File: src/rtl/demux_buffered_if.sv
// Producer/consumer bus of demux_buffered: one input stream and n buffered output channels.
// A transfer happens on any clock edge where valid and ready are both 1; valid holds until accepted.
interface demux_buffered_if #(
  parameter int Nbits = 16,
  parameter int n     = 4
);
  localparam int SW = (n > 1) ? $clog2(n) : 1;

  logic                 in_valid;
  logic                 in_ready;
  logic [Nbits-1:0]     in_data;
  logic [SW-1:0]        in_sel;
  logic [n-1:0]         out_valid;
  logic [n-1:0]         out_ready;
  logic [n*Nbits-1:0]   out_data;
  logic [2*n-1:0]       occ;
  logic                 sel_err;

  modport master (
    output in_valid, in_data, in_sel, out_ready,
    input  in_ready, out_valid, out_data, occ, sel_err
  );

  modport slave (
    input  in_valid, in_data, in_sel, out_ready,
    output in_ready, out_valid, out_data, occ, sel_err
  );
endinterface

File: src/rtl/demux_buffered.sv
// Routes one valid/ready stream to one of n channels, each buffered by a 2-entry FIFO.
// in_ready is a function of registered fill state and in_sel only, never of out_ready.
module demux_buffered #(
  parameter int Nbits = 16,
  parameter int n     = 4
) (
  input logic             clk,
  input logic             rst_n,
  demux_buffered_if.slave bus
);
  localparam int SW = (n > 1) ? $clog2(n) : 1;
  localparam int NP = 1 << SW;

  logic [n-1:0]  full;
  logic [n-1:0]  empty;
  logic [n-1:0]  push;
  logic [n-1:0]  pop;
  logic [NP-1:0] full_pad;
  logic          sel_ok;
  logic          accept;
  logic          sel_err_q;

  // Codes beyond n-1 read as never full, so a bad select is always accepted.
  always_comb begin
    full_pad         = '0;
    full_pad[n-1:0]  = full;
  end

  always_comb begin
    sel_ok = (int'(bus.in_sel) < n);
  end

  assign bus.in_ready = ~full_pad[bus.in_sel];
  assign accept       = bus.in_valid & bus.in_ready;

  for (genvar g = 0; g < n; g++) begin : g_ch
    logic [1:0][Nbits-1:0] mem;
    logic                  wptr;
    logic                  rptr;
    logic [1:0]            cnt;

    assign full[g]  = (cnt == 2'd2);
    assign empty[g] = (cnt == 2'd0);
    assign push[g]  = accept & sel_ok & (bus.in_sel == SW'(g));
    assign pop[g]   = ~empty[g] & bus.out_ready[g];

    always_ff @(posedge clk or negedge rst_n) begin
      if (!rst_n) begin
        mem  <= '0;
        wptr <= 1'b0;
        rptr <= 1'b0;
        cnt  <= 2'd0;
      end else begin
        if (push[g]) begin
          mem[wptr] <= bus.in_data;
          wptr      <= ~wptr;
        end
        if (pop[g]) begin
          rptr <= ~rptr;
        end
        // Push and pop together leave the count unchanged.
        case ({push[g], pop[g]})
          2'b10:   cnt <= cnt + 2'd1;
          2'b01:   cnt <= cnt - 2'd1;
          default: cnt <= cnt;
        endcase
      end
    end

    assign bus.out_valid[g]               = ~empty[g];
    assign bus.out_data[g*Nbits +: Nbits] = mem[rptr];
    assign bus.occ[2*g +: 2]              = cnt;
  end

  always_ff @(posedge clk or negedge rst_n) begin
    if (!rst_n) begin
      sel_err_q <= 1'b0;
    end else begin
      sel_err_q <= accept & ~sel_ok;
    end
  end

  assign bus.sel_err = sel_err_q;
endmodule

File: src/flat_wrapper.sv
// flat-port wrapper written by rule: the top's interface ports become plain ports
module demux_buffered_flat 
#(
  parameter int Nbits = 16,
  parameter int n     = 4
)
  (clk, rst_n, bus_in_valid, bus_in_data, bus_in_sel, bus_out_ready, bus_in_ready, bus_out_valid, bus_out_data, bus_occ, bus_sel_err);
  demux_buffered_if #(.Nbits(Nbits), .n(n)) bus_i ();
  input logic clk;
  input logic rst_n;
  input wire logic [$bits(bus_i.in_valid)-1:0] bus_in_valid;
  input wire logic [$bits(bus_i.in_data)-1:0] bus_in_data;
  input wire logic [$bits(bus_i.in_sel)-1:0] bus_in_sel;
  input wire logic [$bits(bus_i.out_ready)-1:0] bus_out_ready;
  output wire logic [$bits(bus_i.in_ready)-1:0] bus_in_ready;
  output wire logic [$bits(bus_i.out_valid)-1:0] bus_out_valid;
  output wire logic [$bits(bus_i.out_data)-1:0] bus_out_data;
  output wire logic [$bits(bus_i.occ)-1:0] bus_occ;
  output wire logic [$bits(bus_i.sel_err)-1:0] bus_sel_err;
  assign bus_i.in_valid = bus_in_valid;
  assign bus_i.in_data = bus_in_data;
  assign bus_i.in_sel = bus_in_sel;
  assign bus_i.out_ready = bus_out_ready;
  assign bus_in_ready = bus_i.in_ready;
  assign bus_out_valid = bus_i.out_valid;
  assign bus_out_data = bus_i.out_data;
  assign bus_occ = bus_i.occ;
  assign bus_sel_err = bus_i.sel_err;
  demux_buffered #(.Nbits(Nbits), .n(n)) u_core (.clk(clk), .rst_n(rst_n), .bus(bus_i));
endmodule
File: config.mk
export PLATFORM = sky130hd
export DESIGN_NAME = demux_buffered_flat
export DESIGN_NICKNAME = d
export VERILOG_FILES = /design/src/rtl/demux_buffered_if.sv /design/src/rtl/demux_buffered.sv /design/src/flat_wrapper.sv
export SDC_FILE = /design/constraint.sdc
export NUM_CORES = 1
export LEC_CHECK = 0
export BUFFER_PORTS_ARGS = -buffer_cell sky130_fd_sc_hd__buf_4
export CAP_MARGIN = 25
export CORE_MARGIN = 8
export CORE_UTILIZATION = 49
export CTS_CLUSTER_DIAMETER = 30
export DETAILED_ROUTE_END_ITERATION = 7
export GPL_ROUTABILITY_DRIVEN = 1
export PLACE_DENSITY_LB_ADDON = 0.05
export SLEW_MARGIN = 20
export SYNTH_ARGS = -nofsm -noshare
export SYNTH_HDL_FRONTEND = slang
export SYNTH_SLANG_ARGS = --single-unit
File: constraint.sdc
create_clock -name clk -period 1.9 [get_ports clk]
set_input_delay 0.095 -clock clk [delete_from_list [all_inputs] [get_ports clk]]
set_output_delay 0.095 -clock clk [all_outputs]
set_load 0.01 [all_outputs]
==> results.md <==
* Grt ovf at 0
* Layout net count at 580
* Worst Min Path Start: bus_in_data[4]
* Register Area at 3605 um2
* Ys Warns at 0
* Vias per inst at 5.196
* Area of the mapped netlist at 6429 um2
* Final Hold Viols at 0
* Crit path DAT at 1740 ps
* Multi-input gate area at 2716 um2
* Final min period at 1831 ps
* Crit path launch: u_core.g_ch[2].cnt[0]$_DFFE_PN0P_
* Seq/Total Area, Yosys at 56.05%
* First-pass GRT wire length at 23340 um
* Deepest clock path buffer count at 2
* Largest delay share family, worst path: multiplexers
* Clk slew on worst S/H paths at 60 ps
* Final HPWL DP at 9599 um
* Layout cell share with drive strength beyond 1 at 62.06%
* Setup_tns at 0 ps
* Drt wl/cell at 19.59 um
* Total clock sinks at 144
* Critical Path Max Stage Delay at 530 ps
* Worst slew pin tran at 533.5 ps
* WP data required at 1800 ps
* Total of max-cap violations at 0
* Most common cell after layout, fill and taps aside: mux2_2
* Slew headroom at 64.44%
* Post-Place Worst Slack at 128.4 ps
* Crit-path max FO at 6
* Outcome: completed
* Setup slack, reg-to-reg at 120 ps
* Ports at 103
* Worst path cell trace: nand2b_1, mux4_1, buf_4
* Die Wd at 130.5 um
* Port buffer count at 101
* Synthesized flop and latch total at 144
* P_leak at 3.723 nW
* Antenna fix cells at 0
* Clk_lat worst skew at 410 ps
* Hold WS at 15.61 ps
* Largest area contributor in the netlist: dfrtp_1
* Hold Path Class: primary input to register
* Setup violations, final at 0
* Placeable Area at 13030 um2
* Drt drc at 0
* Initial drt markers at 110
* Htree depth at 4
* Tcrit/Tclk final at 96.35%
* Max Fclk at 546.3 MHz
* DR pass1 iterations at 3
* VDD IR max at 789.9 uV
* Syn Nets at 446
* Post-synthesis cell count at 417
* Post-route ant nets at 0
* Rows at 42
* Max Clock Skew at 4.355 ps
* Pwr/cell area at 1841 nW/um2
* CTS tree: built
* RSZ-0062 raised after global routing: no
* Total GRT Usage at 18.25%
* P&R area growth vs syn at 27.77%
* Hold path depth at 2
* Path depth of the worst reg2reg path at 6
* Worst setup margin at 69.38 ps
* Netlist cell types at 28
* Total wire length at 14500 um
* DIE HEIGHT at 130.5 um
* CP startpoint kind: register
* Crit path max-delay cell type: mux4_1
* Mean post-synth cell area at 15.42 um2
* Commonest cells after routing, fill and taps aside: mux2_2 (182), dfrtp_1 (143), buf_4 (112), dlygate4sd3_1 (18), clkbuf_16 (17)
* DR vias at 3845
* Largest net degree at the start of global routing at 53
* Stages on the worst setup path at 3
* Crit Path Category: register to output port
* Slew Viols, Final at 0
* Critical path buffer and inverter count at 1
* Initial core utilization at 49.33%
* Clock root buffer: clkbuf_16
* Worst setup EP type: output port
* Worst reg2reg startpoint: u_core.g_ch[2].cnt[1]$_DFFE_PN0P_
* Vias in the first global route at 4326
* Routability cong. at 0.7137
* Synth top area cells: dfrtp_1 (56%), mux2_2 (32%), mux2_4 (2.3%)
* CTS Buf Count at 17
* Share of the synthesized area in the top cell type at 56.05%
* Die area at 17040 um2
* Fill count at 1062
* Initial antenna violation count at 0
## flip-flops by register name, indices dropped and copies added (netlist names)
register          cells
u_core.g_ch.rptr      4
u_core.g_ch.mem     128
u_core.g_ch.cnt       8
u_core.g_ch.wptr      4
## cells by family after synthesis
family / after synthesis / share of synthesized area, %
multiplexers: 193 / 34.62
flip-flops: 144 / 56.05
AND/OR/NAND/NOR: 34 / 3.912
buffers and inverters: 21 / 1.849
XOR/XNOR: 20 / 2.725
adder cells (fa/ha/maj): 4 / 0.7785
other: 1 / 0.05833
## final timing paths
path / end
max in group asynchronous: u_core.g_ch[2].mem[1]$_DFFE_PN0P_
min in group asynchronous: u_core.g_ch[0].mem[12]$_DFFE_PN0P_
min: u_core.g_ch[2].mem[20]$_DFFE_PN0P_
max reg2reg: u_core.g_ch[2].cnt[1]$_DFFE_PN0P_
max: bus_in_ready
min reg2reg: u_core.g_ch[3].rptr$_DFFE_PN0P_
## where the power goes
part / switching [mW] / leakage (nW) / internal, mW
Combinational: 2.63 / 1.72 / 3.99
Clock: 1.17 / 0.267 / 1.83
Sequential: 0.887 / 1.73 / 4.62
## layer usage
metal / up-vias / wire [um] / track usage [%]
met1: 1998 / 6254 / 22.04
met2: 73 / 7375 / 30.95
met5: - / 0 / 0
met3: 19 / 657 / 4.505
met4: 0 / 209 / 6.955
li1: 1755 / - / -
## cells in the mapped netlist (all sizes together)
| cell | instances |
|---|---|
| and2 | 4 |
| and2b | 1 |
| and4 | 1 |
| buf | 14 |
| clkbuf | 7 |
| conb | 1 |
| dfrtp | 144 |
| ha | 4 |
| mux2 | 192 |
| mux4 | 1 |
| nand2 | 1 |
| nand2b | 4 |
| nand3 | 2 |
| nand4 | 3 |
| nand4b | 2 |
| nor2 | 6 |
| nor2b | 2 |
| nor4b | 2 |
| or2 | 4 |
| or3 | 1 |
| or4 | 1 |
| xnor2 | 12 |
| xor2 | 8 |
## area by class of cell
cell class / instances / area share, %
Clock buffer: 27 / 6.245
Timing Repair Buffer: 136 / 13.79
Clock inverter: 5 / 0.3351
Multi-Input combinational cell: 252 / 33.07
Tap cell: 176 / 2.681
Sequential cell: 144 / 43.88
## timing repair
action | CTS | global route
hold buffers | 18 | 0
pin swaps | 0 | 0
endpoints found under the setup margin | 11 | 1
resized for setup | 1 | 2
setup buffers | 0 | 1
endpoints found under the hold margin | 162 | 0
## stage by stage
stage / power (mW) / instance area, um2 / utilization (%) / cells
after global placement: 11.96 / 7475 / 57.35 / 689
after CTS: 15.29 / 8197 / 62.89 / 739
final: 15.12 / 8214 / 63.03 / 740
after global routing: 16.09 / 8214 / 63.03 / 740
after floorplan: 9.269 / 6429 / - / 417
after detailed placement: 12.15 / 7475 / 57.35 / 689
Power figures use the tool's default switching activity.
